[src/rtl/wb_stage_pkg.sv]
// Shared constants for the writeback stage: datapath widths, result-select
// codes and the load funct3 encodings understood by the load extender.
package wb_stage_pkg;

    localparam int WORD_LEN      = 32;
    localparam int REG_IDX_WIDTH = 5;

    // Result select codes carried down the pipe from decode
    localparam logic [1:0] WB_SEL_ALU  = 2'b00;
    localparam logic [1:0] WB_SEL_LOAD = 2'b01;
    localparam logic [1:0] WB_SEL_PC4  = 2'b10;
    localparam logic [1:0] WB_SEL_IMM  = 2'b11;

    // Load funct3 encodings; anything else is an illegal load
    localparam logic [2:0] F3_LB  = 3'b000;
    localparam logic [2:0] F3_LH  = 3'b001;
    localparam logic [2:0] F3_LW  = 3'b010;
    localparam logic [2:0] F3_LBU = 3'b100;
    localparam logic [2:0] F3_LHU = 3'b101;

endpackage

[src/rtl/wb_stage_load_extender.sv]
// Load extender: picks the addressed byte/halfword out of the raw aligned
// data-memory word, sign- or zero-extends it, and flags misaligned or
// illegal load encodings. Purely combinational.
module load_extender
    import wb_stage_pkg::*;
(
    input  logic [WORD_LEN-1:0] rawWord,
    input  logic [2:0]          funct3,
    input  logic [1:0]          addrLow,
    output logic [WORD_LEN-1:0] extData,
    output logic                misalign
);

    // Sign-extend or zero-extend a byte to the full word
    function automatic logic [WORD_LEN-1:0] extendByte(input logic [7:0] b, input logic isSigned);
        logic signed [7:0]          sb;
        logic signed [WORD_LEN-1:0] sw;
        sb = b;
        sw = sb;
        return isSigned ? sw : {{(WORD_LEN-8){1'b0}}, b};
    endfunction

    // Sign-extend or zero-extend a halfword to the full word
    function automatic logic [WORD_LEN-1:0] extendHalf(input logic [15:0] h, input logic isSigned);
        logic signed [15:0]         sh;
        logic signed [WORD_LEN-1:0] sw;
        sh = h;
        sw = sh;
        return isSigned ? sw : {{(WORD_LEN-16){1'b0}}, h};
    endfunction

    logic [WORD_LEN-1:0] byteShifted;
    logic [WORD_LEN-1:0] halfShifted;

    // Lane selection by shifting the addressed byte/half down to bit 0
    always_comb begin
        byteShifted = rawWord >> {addrLow, 3'b000};
        halfShifted = rawWord >> {addrLow[1], 4'b0000};
    end

    // Extension and fault classification by load type; illegal encodings
    // pass the raw word through so the data path stays defined
    always_comb begin
        extData  = rawWord;
        misalign = 1'b0;
        case (funct3)
            F3_LB:  extData = extendByte(byteShifted[7:0], 1'b1);
            F3_LBU: extData = extendByte(byteShifted[7:0], 1'b0);
            F3_LH: begin
                extData  = extendHalf(halfShifted[15:0], 1'b1);
                misalign = addrLow[0];
            end
            F3_LHU: begin
                extData  = extendHalf(halfShifted[15:0], 1'b0);
                misalign = addrLow[0];
            end
            F3_LW:  misalign = (addrLow != 2'b00);
            default: misalign = 1'b1;
        endcase
    end

endmodule

[src/rtl/wb_stage.sv]
// Writeback stage: MEM/WB pipeline register, result mux, register-file
// write port (mirrored as the EX forwarding source), load fault flag and
// the 64-bit retired-instruction counter.
module wb_stage
    import wb_stage_pkg::*;
(
    input  logic                     clk,
    input  logic                     reset,
    input  logic                     memValid,
    input  logic                     memRegWrite,
    input  logic [REG_IDX_WIDTH-1:0] memRd,
    input  logic [1:0]               memResultSel,
    input  logic [2:0]               memFunct3,
    input  logic [1:0]               memAddrLow,
    input  logic [WORD_LEN-1:0]      memAluResult,
    input  logic [WORD_LEN-1:0]      memPcPlus4,
    input  logic [WORD_LEN-1:0]      memImm,
    input  logic [WORD_LEN-1:0]      memLoadData,
    input  logic                     stall,
    input  logic                     flush,
    output logic                     writeEnable,
    output logic [REG_IDX_WIDTH-1:0] writeAddr,
    output logic [WORD_LEN-1:0]      writeData,
    output logic                     fwdValid,
    output logic [REG_IDX_WIDTH-1:0] fwdRd,
    output logic [WORD_LEN-1:0]      fwdData,
    output logic                     loadFault,
    output logic [63:0]              instret
);

    logic                     wbValid;
    logic                     wbRegWrite;
    logic [REG_IDX_WIDTH-1:0] wbRd;
    logic [1:0]               wbResultSel;
    logic [2:0]               wbFunct3;
    logic [1:0]               wbAddrLow;
    logic [WORD_LEN-1:0]      wbAluResult;
    logic [WORD_LEN-1:0]      wbPcPlus4;
    logic [WORD_LEN-1:0]      wbImm;
    logic [WORD_LEN-1:0]      wbLoadData;
    logic [63:0]              instretQ;

    logic [WORD_LEN-1:0]      loadExt;
    logic                     loadMisalign;
    logic                     fault;
    logic [WORD_LEN-1:0]      result;

    // MEM/WB register: stall or flush turns the WB slot into a bubble
    // rather than replaying, so each instruction appears exactly once
    always_ff @(posedge clk) begin
        if (reset) begin
            wbValid     <= 1'b0;
            wbRegWrite  <= 1'b0;
            wbRd        <= '0;
            wbResultSel <= '0;
            wbFunct3    <= '0;
            wbAddrLow   <= '0;
            wbAluResult <= '0;
            wbPcPlus4   <= '0;
            wbImm       <= '0;
            wbLoadData  <= '0;
        end else if (flush || stall) begin
            wbValid <= 1'b0;
        end else begin
            wbValid     <= memValid;
            wbRegWrite  <= memRegWrite;
            wbRd        <= memRd;
            wbResultSel <= memResultSel;
            wbFunct3    <= memFunct3;
            wbAddrLow   <= memAddrLow;
            wbAluResult <= memAluResult;
            wbPcPlus4   <= memPcPlus4;
            wbImm       <= memImm;
            wbLoadData  <= memLoadData;
        end
    end

    load_extender uLoadExt (
        .rawWord  (wbLoadData),
        .funct3   (wbFunct3),
        .addrLow  (wbAddrLow),
        .extData  (loadExt),
        .misalign (loadMisalign)
    );

    // Result mux and fault qualification; faults only matter for loads
    always_comb begin
        fault = (wbResultSel == WB_SEL_LOAD) && loadMisalign;
        case (wbResultSel)
            WB_SEL_ALU:  result = wbAluResult;
            WB_SEL_LOAD: result = loadExt;
            WB_SEL_PC4:  result = wbPcPlus4;
            default:     result = wbImm;
        endcase
    end

    // Write port and forwarding source, forced to zero in bubbles
    always_comb begin
        writeEnable = wbValid && wbRegWrite && (wbRd != '0) && !fault;
        writeAddr   = wbValid ? wbRd : '0;
        writeData   = wbValid ? result : '0;
        loadFault   = wbValid && fault;
        fwdValid    = writeEnable;
        fwdRd       = writeAddr;
        fwdData     = writeData;
        instret     = instretQ;
    end

    // Retirement counter: every non-faulting valid WB instruction counts,
    // including x0 and non-writing ones; wraps naturally at 2^64
    always_ff @(posedge clk) begin
        if (reset) begin
            instretQ <= '0;
        end else if (wbValid && !fault) begin
            instretQ <= instretQ + 64'd1;
        end
    end

endmodule

[config.mk]
export PLATFORM = sky130hd
export DESIGN_NAME = wb_stage
export DESIGN_NICKNAME = d
export VERILOG_FILES = /design/src/rtl/wb_stage_pkg.sv /design/src/rtl/wb_stage_load_extender.sv /design/src/rtl/wb_stage.sv
export SDC_FILE = /design/constraint.sdc
export NUM_CORES = 1
export LEC_CHECK = 0
export BUFFER_PORTS_ARGS = -buffer_cell sky130_fd_sc_hd__buf_2
export CORE_MARGIN = 8
export CORE_UTILIZATION = 52
export DETAILED_ROUTE_END_ITERATION = 16
export GPL_TIMING_DRIVEN = 1
export PLACE_DENSITY = 0.91
export SLEW_MARGIN = 20
export SYNTH_ARGS = -nofsm -noshare
export SYNTH_HDL_FRONTEND = slang
export SYNTH_HIERARCHICAL = 1
export SYNTH_SLANG_ARGS = --single-unit
export TNS_END_PERCENT = 20
[constraint.sdc]
create_clock -name clk -period 7.6 [get_ports clk]
set_input_delay 1.14 -clock clk [delete_from_list [all_inputs] [get_ports clk]]
set_output_delay 1.14 -clock clk [all_outputs]
set_load 0.01 [all_outputs]
Yosys cells after proc, flatten, opt, wreduce, memory -nomap -nowiden
Cells that the tools add are included.
{"block": "op_classes", "addsub": 1, "eq_ne": 6, "n_shift": 2, "n_mux": 5, "n_reduce_logical": 15}
{"operator": "32-bit one-hot mux with 4 select lines", "n": 1}
{"operator": "32-bit one-hot mux with 3 select lines", "n": 1}
{"operator": "64-bit by 1-bit adder with 64-bit output (second input constant)", "n": 1}
{"operator": "32-bit two-way mux", "n": 1}
{"operator": "32-bit by 5-bit >> shifter with 16-bit output", "n": 1}
{"operator": "32-bit by 5-bit >> shifter with 8-bit output", "n": 1}
{"operator": "3-bit == test (second input constant)", "n": 2}
{"operator": "1-bit logical AND", "n": 6}
{"operator": "2-bit OR reduction", "n": 3}
{"operator": "5-bit two-way mux", "n": 1}
{"operator": "5-bit nonzero test", "n": 1}
{"operator": "3-bit by 1-bit == test with 1-bit output (second input constant)", "n": 1}
{"operator": "3-bit by 2-bit == test with 1-bit output (second input constant)", "n": 1}
{"operator": "3-bit zero test", "n": 1}
{"operator": "1-bit one-hot mux with 3 select lines", "n": 1}
{"operator": "2-bit by 1-bit == test with 1-bit output (second input constant)", "n": 1}
{"operator": "2-bit == test (second input constant)", "n": 1}
{"operator": "2-bit zero test", "n": 1}
{"operator": "2-bit nonzero test", "n": 1}
{"operator": "1-bit zero test", "n": 1}
{"operator": "1-bit logical OR", "n": 1}
{"block": "word_totals", "regBits": 206, "input_bits": 146, "out_inout_bits": 141}

Logic depth before layout (Yosys ltp)
Gate-level depths: netlist of the first run.
{"block": "depth", "ltp_word": 6, "ltp_mapped": 10, "ltp_nobuf": 7}

Cells and area by module
The synthesis of the first run kept the hierarchy.
{"mod": "wb_stage", "n_inst": 1, "cells_each": 1133, "area_each_um2": 9346.5, "seq_area_each_um2": 4124.0}
{"mod": "load_extender", "n_inst": 1, "cells_each": 111, "area_each_um2": 738.2, "seq_area_each_um2": 0.0}

Worst setup path before layout of the first run
OpenSTA, ideal clock, no wires.
{"block": "synth_path", "path_type": "register to output", "from": "register wbAddrLow[0]", "to": "output writeData[16]", "t_arrival_ps": 2425, "required_ps": 6460, "slack_ps": 4035, "stages_incl_launch_ff": 9, "cell_sequence": "dfxtp_1 -> buf_6 -> mux4_2 -> a221oi_4 -> buf_6 -> a21oi_1 -> mux4_2 -> and2_1 -> buf_4"}
{"block": "synth_between", "elab_chain_cells": 4}
{"item": "from (decl)", "line": "wb_stage.sv:36", "rtl": "logic [1:0] wbAddrLow;"}
{"item": "from (signal assigned)", "line": "wb_stage.sv:70", "rtl": "wbAddrLow <= memAddrLow;"}
{"item": "32-bit by 5-bit >> shifter with 8-bit output", "line": "wb_stage_load_extender.sv:37", "rtl": "byteShifted = rawWord >> {addrLow, 3'b000};"}
{"item": "32-bit one-hot mux with 4 select lines", "line": "wb_stage_load_extender.sv:46", "rtl": "case (funct3)"}
{"item": "named net loadExt[16]", "line": "wb_stage.sv:43", "rtl": "logic [WORD_LEN-1:0] loadExt;"}
{"item": "32-bit one-hot mux with 3 select lines", "line": "wb_stage.sv:89", "rtl": "case (wbResultSel)"}
{"item": "32-bit two-way mux", "line": "wb_stage.sv:101", "rtl": "writeData = wbValid ? result : '0;"}
{"item": "to (decl)", "line": "wb_stage.sv:23", "rtl": "output logic [WORD_LEN-1:0] writeData,"}
The timed path passes the listed nets, and every way through them passes these cells.

Worst setup path in the final report of the first run
{"block": "layout_path", "from": "register wbAddrLow[0]", "to": "output fwdData[31]"}
{"block": "layout_between", "elab_chain_cells": 4}
{"item": "32-bit by 5-bit >> shifter with 8-bit output", "line": "wb_stage_load_extender.sv:37"}
{"item": "32-bit one-hot mux with 4 select lines", "line": "wb_stage_load_extender.sv:46"}
{"item": "named net loadExt[31]", "line": "wb_stage.sv:43"}
{"item": "32-bit one-hot mux with 3 select lines", "line": "wb_stage.sv:89"}
{"item": "32-bit two-way mux", "line": "wb_stage.sv:101"}
{"item": "to (decl)", "line": "wb_stage.sv:26", "rtl": "output logic [WORD_LEN-1:0] fwdData,"}
The timed path passes the listed nets, and every way through them passes these cells.

==> results of run 1 <==
==> how the worst max path moves through the flow <==
stage | to | slack, ns
finish | fwdData[31] | 2.97
floorplan | writeData[16] | 4.04
detailed placement | writeData[31] | 3.51
global placement | fwdData[31] | 3.55
global route | fwdData[31] | 2.80
CTS | writeData[31] | 2.96
==> per-layer routing <==
| metal | share of wire (%) | track usage, % |
|---|---|---|
| met5 | 0.073 | 0 |
| met2 | 48 | 45.7 |
| met1 | 38 | 31.7 |
| met3 | 10 | 5.77 |
| met4 | 3.8 | 10.4 |
==> synthesized netlist by cell type, drive strengths merged <==
master,instances
clkbuf,70
nor2b,11
o21ba,1
ha,1
a22o,4
and3b,2
o21bai,1
nor2,58
or3,24
nor4b,3
a211o,1
nand2,306
mux4,33
a221oi,1
dlygate4sd3,1
nor3,16
or3b,2
o2bb2ai,3
buf,50
xnor2,18
inv,26
and4,3
xor2,17
a21oi,190
nor3b,1
or2,2
o31ai,2
o21a,1
o21ai,24
o311ai,1
or4,8
dfxtp,206
o22a,1
nor4,14
a221o,11
nand4,39
and3,10
clkinv,1
nand3,27
mux2,4
mux2i,6
a21bo,1
and2,39
nand3b,4
==> cells by family (layout without fill, tap and decap cells) <==
group / after synthesis / after routing
compound gates: 242 / 242
xor+xnor: 35 / 35
fa+ha+maj: 1 / 1
buf+inv: 148 / 359
flops: 206 / 206
mux: 43 / 43
other cells: 0 / 1
simple gates: 569 / 569
==> registers in the layout, summed over array words and instances (netlist names) <==
signal	count
instret	64
wbFunct3	3
wbRegWrite	1
wbRd	5
wbResultSel	2
wbAddrLow	2
wbPcPlus4	32
wbLoadData	32
wbValid	1
wbAluResult	32
wbImm	32
==> metrics by stage <==
| stage | hold WS (ns) | utilization, % |
|---|---|---|
| after floorplan | 0.432 | - |
| after global placement | 0.438 | 58.5 |
| after detailed placement | 0.447 | 58.5 |
| after CTS | 0.455 | 62.5 |
| after global routing | 0.470 | 62.5 |
| final | 0.454 | 62.5 |
==> final cells by class <==
class                   instances  area [µm²]
diodes                          1        2.50
clock buffers                  30         632
clock inverters                 9         130
fillers                      1596        7230
inverters                      27         101
multi-input cells             890        5220
flip-flops and latches        206        4130
well taps                     265         332
repair buffers                293        1490
==> worst min-delay path, cell delays in order, from the launching register on <==
cell     delay, ns
dfxtp_1       0.31
nand2_1       0.05
a21oi_1       0.05
==> power by group through the flow <==
stage / Sequential [mW] / Combinational, mW / Clock [mW]
final: 1.15 / 0.197 / 1.13
after global routing: 1.16 / 0.216 / 1.19
after CTS: 1.15 / 0.195 / 1.15
after detailed placement: 1.17 / 0.194 / 0
after global placement: 1.17 / 0.190 / 0
after floorplan: 1.15 / 0.135 / 0
==> cells in the final DEF (no fill, tap or decap), types with 5 or more instances in the layout <==
master / count
or3_1: 23
buf_4: 7
and3_1: 9
and2_1: 39
nand4_1: 36
nor2_1: 57
nor2b_1: 11
mux4_2: 33
nor3_1: 16
o21ai_0: 24
xor2_1: 17
dfxtp_1: 203
a221o_1: 11
clkbuf_16: 23
xnor2_1: 18
buf_2: 285
a21oi_1: 190
mux2i_1: 6
nand3_1: 27
or4_1: 5
nand2_1: 306
inv_1: 26
nor4_1: 12
==> flow_metrics.env, run 1 <==
export IMPL_routed_wl_um=33000
export IMPL_synthesis_nets=1391
export IMPL_hold_depth=2
export IMPL_clk_path_buf_depth=3
export IMPL_powerDensity_nw_per_um2=206
export IMPL_wl_per_cell_um=19.2
export IMPL_clock_sinks=206
export IMPL_path_common_cell="mux4_2"
export IMPL_placedCellCount=1681
export IMPL_area_growth_pct=19.4
export IMPL_boundaryPins=287
export IMPL_grt_use_total_pct=26.5
export IMPL_fmax_ghz=0.216
export IMPL_crit_cells=6
export IMPL_r2r_start="wbFunct3[0]"
export IMPL_port_buffers=286
export IMPL_startpoint="wbAddrLow[0]"
export IMPL_synth_cells=1244
export IMPL_finalNonFillerCells=1721
export IMPL_fp_dieH_um=155
export IMPL_setup_ws_ns=2.97
export IMPL_slew_headroom_pct=25.8
export IMPL_htreeDepth=1
export IMPL_clk_pin_slew_ns=0.06
export IMPL_cts_root_buf="clkbuf_16"
export IMPL_endpoint_kind="output pin"
export IMPL_finalCriticalPeriod_ns=4.63
export IMPL_fin_setup_tns_ns=0
export IMPL_synth_fa_ha_area_share_pct=0.124
export IMPL_yosys_area_share_xor_xnor_pct=3.04
export IMPL_antenna_found_initial=3
export IMPL_cap_violations=0
export IMPL_post_dp_cell_area_um2=11300
export IMPL_cts_tree="done"
export IMPL_combinationalPowerShare_pct=8.0
export IMPL_final_net_count=1587
export IMPL_grt_max_degree=137
export IMPL_hp_class="reg -> reg"
export IMPL_holdCritStartpoint="wbImm[29]"
export IMPL_synth_area_um2=10100
export IMPL_seq_area_frac_synth_pct=40.9
export IMPL_synth_compound_area_share_pct=13.3
export IMPL_synth_top_family_by_area="simple AND/OR/NAND/NOR gates"
export IMPL_num_rows=51
export IMPL_clock_latency_ns=0.50
export IMPL_rsz0062_at_grt="false"
export IMPL_intPower_mw=1.89
export IMPL_critPathRequiredTime_ns=6.46
export IMPL_p_sw_uw=589
export IMPL_cp_slowest_stage_delay_ns=0.79
export IMPL_finalHoldViolCount=0
export IMPL_synth_top_area_share_pct=40.9
export IMPL_synth_warnings=6
export IMPL_yosys_top_cells_area="dfxtp_1 (41%), nand2_1 (11%), a21oi_1 (9.4%), mux4_2 (7.4%), buf_4 (3.0%)"
export IMPL_start_kind="register"
export IMPL_first_global_vias=9974
export IMPL_crit_type="reg -> out"
export IMPL_drv_slew=0
export IMPL_yosysTopAreaCell="dfxtp_1"
export IMPL_finalPower_mw=2.48
export IMPL_crit_chain="mux4_2, a221oi_4, a21oi_1, mux4_2, and2_1, buf_2"
export IMPL_die_area_um2=24100
export IMPL_switching_share_pct=23.8
export IMPL_path_buf_inv=1
export IMPL_cts_buffers=22
export IMPL_rr_endpoint="instret[61]"
export IMPL_synth_mux_area_share_pct=8.41
export IMPL_tightest_slew_ns=1.11
export IMPL_vias_per_cell=5.80
export IMPL_grt_pass1_wl_um=52100
export IMPL_crit_slowest_cell="a221oi_4"
export IMPL_ir_drop_mv=0.209
export IMPL_synth_cell_type_count=59
export IMPL_yosys_area_share_simple_pct=26.8
export IMPL_initial_core_util_pct=52.3
export IMPL_ant_nets=0
export IMPL_cp_arrival_ns=3.49
export IMPL_dp_hpwl_um=23600
export IMPL_vias=9984
export IMPL_first_pass_iters=5
export IMPL_reg2reg_depth=7
export IMPL_syn_avg_cell_area_um2=8.11
export IMPL_fin_skew_ns=0.00727
export IMPL_fin_crit_sh_pct=60.9
export IMPL_post_cts_buffers=0
export IMPL_ys_ff_latch=206
export IMPL_status="completed"
export IMPL_postCtsHoldBufs=0
export IMPL_clock_power_share_pct=45.5
export IMPL_crit_family="multiplexers"
export IMPL_drt_iter0_markers=880
export IMPL_r2r_slack_ns=4.21
export IMPL_cts_resized=0
export IMPL_die_x_um=155
export IMPL_p_seq_share_pct=46.5
export IMPL_setup_violations=0
export IMPL_final_area_um2=12000
export IMPL_dp_slack_ns=3.51
export IMPL_min_to="wbImm[29]"
export IMPL_drive_above_1_share_pct=26.7
export IMPL_p_leak_nw=4.84
export IMPL_grt_ovfl_total=0
export IMPL_place_gp_congestion=0.930
export IMPL_drc_errors=0
export IMPL_core_area_um2=19300
export IMPL_cp_max_fo=16
No activity file was read; power rests on OpenSTA's default activity.
==> inputs of run 2 (changes only) <==
==> constraint.sdc (replaced) <==
create_clock -name clk -period 4.7 [get_ports clk]
set_input_delay 0.705 -clock clk [delete_from_list [all_inputs] [get_ports clk]]
set_output_delay 0.705 -clock clk [all_outputs]
set_load 0.01 [all_outputs]
==> flow_metrics.env, run 2 (synthesized netlist as in run 1, its figures left out) <==
export IMPL_status="completed"
export IMPL_critPathRequiredTime_ns=3.99
export IMPL_cts_root_buf="clkbuf_16"
export IMPL_antenna_found_initial=1
export IMPL_postCtsHoldBufs=0
export IMPL_cts_resized=0
export IMPL_first_global_vias=9713
export IMPL_start_kind="register"
export IMPL_wl_per_cell_um=18.9
export IMPL_finalPower_mw=3.92
export IMPL_p_leak_nw=4.85
export IMPL_fp_dieH_um=155
export IMPL_post_cts_buffers=0
export IMPL_clock_sinks=206
export IMPL_grt_ovfl_total=0
export IMPL_cp_arrival_ns=3.54
export IMPL_cts_buffers=23
export IMPL_cp_max_fo=16
export IMPL_cts_tree="done"
export IMPL_switching_share_pct=24.3
export IMPL_clock_latency_ns=0.51
export IMPL_routed_wl_um=32600
export IMPL_drt_iter0_markers=797
export IMPL_grt_pass1_wl_um=51100
export IMPL_fin_crit_sh_pct=90.3
export IMPL_first_pass_iters=6
export IMPL_clk_path_buf_depth=3
export IMPL_initial_core_util_pct=52.3
export IMPL_cap_violations=0
export IMPL_p_seq_share_pct=47.3
export IMPL_p_sw_uw=950
export IMPL_drc_errors=0
export IMPL_final_common_cell="nand2_1"
export IMPL_dp_hpwl_um=23600
export IMPL_vias_per_cell=5.71
export IMPL_num_rows=51
export IMPL_area_growth_pct=19.5
export IMPL_largest_reg_flops=64
export IMPL_hp_class="in -> reg"
export IMPL_vias=9859
export IMPL_ir_drop_mv=0.295
export IMPL_nFillCells=1653
export IMPL_htreeDepth=1
export IMPL_ant_nets=0
export IMPL_fin_setup_tns_ns=0
export IMPL_grt_use_total_pct=26.1
export IMPL_multi_input_area_um2=5220
export IMPL_utilization_pct=62.5
export IMPL_tightest_slew_ns=0.909
export IMPL_drive_above_1_share_pct=27.1
export IMPL_grt_max_degree=104
export IMPL_endpoint_kind="output pin"
export IMPL_core_area_um2=19300
export IMPL_final_cell_mix="nand2_1 (306), buf_2 (285), dfxtp_1 (203)"
export IMPL_die_area_um2=24100
export IMPL_setup_violations=0
export IMPL_crit_type="reg -> out"
export IMPL_intPower_mw=2.97
export IMPL_finalCriticalPeriod_ns=4.24
export IMPL_clock_power_share_pct=44.3
export IMPL_clk_pin_slew_ns=0.06
export IMPL_port_buffers=286
export IMPL_fmax_ghz=0.236
export IMPL_place_gp_congestion=0.948
export IMPL_finalHoldViolCount=0
export IMPL_fin_skew_ns=0.0112
export IMPL_drv_slew=0
export IMPL_powerDensity_nw_per_um2=325
export IMPL_die_x_um=155
export IMPL_final_net_count=1592
export IMPL_slew_headroom_pct=39.4
export IMPL_seqCellArea_um2=4130
export IMPL_boundaryPins=287
export IMPL_rsz0062_at_grt="false"
export IMPL_combinationalPowerShare_pct=8.4
[run 2: changes by cell type in the layout (fill, tap and decap cells not counted)]
cell        change
clkbuf_8        +5
buf_4           +4
bufinv_16       -3
clkbuf_1        -2
clkinvlp_4      +1
[run 2: critical path, stage by stage, from the launching register on]
cell	delay, ns
dfxtp_1	0.57
mux4_2	0.64
a221oi_4	0.79
a21oi_1	0.16
mux4_2	0.48
and2_1	0.22
buf_2	0.16
[run 2: cell type report]
cell class | instances | share of cell area [%]
Inverter | 27 | 0.841
Antenna cell | 1 | 0.0208
Clock buffer | 33 | 5.75
Timing Repair Buffer | 297 | 12.6
Clock inverter | 7 | 0.395
Sequential cell | 206 | 34.3
Multi-Input combinational cell | 890 | 43.4
Tap cell | 265 | 2.75
[run 2: path summary, 6_finish.rpt]
path	startpoint	to	slack (ns)	depth (start not counted)
setup / recovery	wbAddrLow[0]	fwdData[31]	0.46	6
hold / removal	memImm[10]	wbImm[10]	0.43	3
setup reg to reg	wbFunct3[0]	instret[61]	1.30	7
hold reg to reg	wbImm[10]	wbImm[10]	0.45	2
[run 2: through the flow]
stage | worst slack (ns) | hold slack, ns | instances | instance area (µm²)
final | 0.457 | 0.433 | 1726 | 12000
after global routing | 0.314 | 0.426 | 1726 | 12000
after CTS | 0.487 | 0.419 | 1725 | 12000
after detailed placement | 1.03 | 0.444 | 1685 | 11300
after global placement | 1.10 | 0.439 | 1685 | 11300
after floorplan | 1.57 | 0.432 | 1244 | 10100
[run 2: power groups by stage]
stage / combinational [mW] / sequential, mW / clock, mW
floorplan: 0.218 / 1.86 / 0
global placement: 0.317 / 1.89 / 0
detailed placement: 0.323 / 1.89 / 0
CTS: 0.326 / 1.85 / 1.76
global route: 0.359 / 1.86 / 1.84
finish: 0.327 / 1.85 / 1.74
[run 2: layer usage]
metal,vias to the layer above,track usage (%),wire [µm]
met5,-,0,0
met1,4582,32.6,12800
met4,0,10.6,1270
met3,74,4.36,2910
met2,554,44.1,15600
li1,4649,-,-
==> inputs of run 3 (changes only) <==
--- a/config.mk
+++ b/config.mk
@@ -5,12 +5,13 @@
 export SDC_FILE = /design/constraint.sdc
 export NUM_CORES = 1
 export LEC_CHECK = 0
+export ABC_AREA = 1
 export BUFFER_PORTS_ARGS = -buffer_cell sky130_fd_sc_hd__buf_2
 export CORE_MARGIN = 8
 export CORE_UTILIZATION = 52
 export DETAILED_ROUTE_END_ITERATION = 16
 export GPL_TIMING_DRIVEN = 1
-export PLACE_DENSITY = 0.91
+export PLACE_DENSITY = 0.9
 export SLEW_MARGIN = 20
 export SYNTH_ARGS = -nofsm -noshare
 export SYNTH_HDL_FRONTEND = slang
==> flow_metrics.env, run 3 <==
export IMPL_status="completed"
export IMPL_cap_violations=0
export IMPL_synth_cell_type_count=39
export IMPL_r2r_start="wbValid"
export IMPL_synth_area_um2=11100
export IMPL_setup_violations=0
export IMPL_min_to="wbAluResult[16]"
export IMPL_cts_tree="done"
export IMPL_vias=11972
export IMPL_clock_sinks=206
export IMPL_synth_edf_count=0
export IMPL_drt_iter0_markers=1047
export IMPL_wl_met1_um=14800
export IMPL_grt_use_total_pct=27.6
export IMPL_die_area_um2=26200
export IMPL_tightest_slew_ns=0.973
export IMPL_final_net_count=2053
export IMPL_rr_endpoint="instret[56]"
export IMPL_clk_pin_slew_ns=0.06
export IMPL_rsz0062_at_grt="false"
export IMPL_fp_dieH_um=162
export IMPL_fin_setup_tns_ns=0
export IMPL_dp_hpwl_um=27700
export IMPL_finalCriticalPeriod_ns=3.34
export IMPL_finalHoldViolCount=0
export IMPL_yosysTopAreaCell="dfxtp_1"
export IMPL_die_x_um=162
export IMPL_final_cell_mix="nor2_1 (418), nand2_1 (293), buf_2 (286)"
export IMPL_grt_pass1_wl_um=59600
export IMPL_post_cts_buffers=0
export IMPL_cts_resized=0
export IMPL_synthArstFlopShare_pct=0
export IMPL_synth_top_area_share_pct=37.3
export IMPL_cp_max_fo=15
export IMPL_synth_most_common_cell="nor2_1"
export IMPL_clk_path_buf_depth=3
export IMPL_finalPower_mw=4.31
export IMPL_postCtsHoldBufs=0
export IMPL_place_gp_congestion=0.945
export IMPL_num_rows=53
export IMPL_port_buffers=286
export IMPL_antenna_found_initial=1
export IMPL_ant_nets=0
export IMPL_wl_per_cell_um=17.0
export IMPL_syn_avg_cell_area_um2=6.48
export IMPL_drive_above_1_share_pct=21.8
export IMPL_grt_max_degree=138
export IMPL_ys_ff_latch=206
export IMPL_seq_area_frac_synth_pct=37.3
export IMPL_routed_wl_um=37200
export IMPL_yosys_top_cells_area="dfxtp_1 (37%), nor2_1 (14%), nand2_1 (9.9%), o21ai_0 (8.8%), nand3_1 (6.3%)"
export IMPL_fmax_ghz=0.299
export IMPL_p_leak_nw=6.28
export IMPL_powerDensity_nw_per_um2=328
export IMPL_core_area_um2=21000
export IMPL_fin_crit_sh_pct=71.2
export IMPL_cts_root_buf="clkbuf_16"
export IMPL_post_dp_cell_area_um2=12300
export IMPL_dp_slack_ns=1.89
export IMPL_critPathRequiredTime_ns=3.99
export IMPL_grt_ovfl_total=0
export IMPL_utilization_pct=62.7
export IMPL_area_growth_pct=18.6
export IMPL_vias_per_cell=5.45
export IMPL_whs_ns=0.415
export IMPL_synth_cells=1709
export IMPL_r2r_slack_ns=2.30
export IMPL_placedCellCount=2155
export IMPL_ys_top_cells_by_count="nor2_1 (421), nand2_1 (293), dfxtp_1 (206)"
export IMPL_wl_met2_um=17500
export IMPL_wl_met3_um=3590
export IMPL_final_area_um2=13100
export IMPL_initial_core_util_pct=52.8
export IMPL_crit_type="reg -> out"
export IMPL_slew_headroom_pct=35.2
export IMPL_synth_warnings=6
export IMPL_drc_errors=0
export IMPL_hp_class="in -> reg"
export IMPL_endpoint_kind="output pin"
export IMPL_startpoint="wbFunct3[1]"
export IMPL_first_pass_iters=7
export IMPL_clock_latency_ns=0.51
export IMPL_synth_flop_cell="dfxtp_1"
export IMPL_finalNonFillerCells=2197
export IMPL_holdCritStartpoint="memAluResult[16]"
export IMPL_boundaryPins=287
export IMPL_topRoutingLayerUsed="met5"
export IMPL_largest_reg_flops=64
export IMPL_cp_arrival_ns=2.64
export IMPL_start_kind="register"
export IMPL_htreeDepth=1
export IMPL_reg2reg_depth=8
export IMPL_ir_drop_mv=0.232
export IMPL_final_common_cell="nor2_1"
export IMPL_drv_slew=0
export IMPL_setup_ws_ns=1.36
export IMPL_fin_skew_ns=0.0114
export IMPL_synthesis_nets=1856
export IMPL_cts_buffers=24
export IMPL_first_global_vias=11823
export IMPL_antenna_cells=0
export IMPL_hold_depth=3
## run 3: where the power goes
part           switching (mW)  leakage, nW  total [mW]  internal (mW)
logic                   0.276         4.18       0.427          0.151
registers              0.0614         1.69        1.89           1.83
clock network           0.738        0.414        1.99           1.25
## run 3: cell families after synthesis
| group | after synthesis | synth area share (%) |
|---|---|---|
| AOI/OAI and AO/OA | 280 | 13.7 |
| xor gates and xnor gates | 1 | 0.0791 |
| adders and majority gates | 1 | 0.113 |
| buffers and inverters | 260 | 10.7 |
| DFF | 206 | 37.3 |
| and+or+nand+nor | 961 | 38.2 |
## run 3: per-layer routing
metal | GRT usage (%) | up-vias
li1 | - | 5849
met2 | 47.4 | 608
met4 | 11.1 | 2
met5 | 0 | -
met3 | 5.59 | 71
met1 | 33.0 | 5442
## run 3: worst max path at each step
stage                   to  slack [ns]  cells after the start
6_report          fwdValid        1.36                      8
3_3_place_gp    fwdData[3]        1.75                      7
4_1_cts           fwdValid        1.34                      8
5_1_grt         fwdData[8]        1.14                     11
3_5_place_dp      fwdValid        1.89                      8
2_1_floorplan  writeEnable        2.25                     11
## run 3: critical path, stage by stage, from the launching register on
cell     delay [ns]
dfxtp_1        0.71
a21oi_1        0.09
a41oi_1        0.31
nand3_4        0.15
nand2_4        0.29
inv_2          0.24
nand2_1        0.12
a21oi_1        0.06
buf_2          0.15
## run 3: final cells by class
type / instances / area, µm²
Multi-Input combinational cell: 1243 / 5780
Clock inverter: 7 / 141
Clock buffer: 35 / 703
Inverter: 135 / 512
Tap cell: 275 / 344
Fill cell: 1945 / 7820
Timing Repair Buffer: 296 / 1520
Sequential cell: 206 / 4130
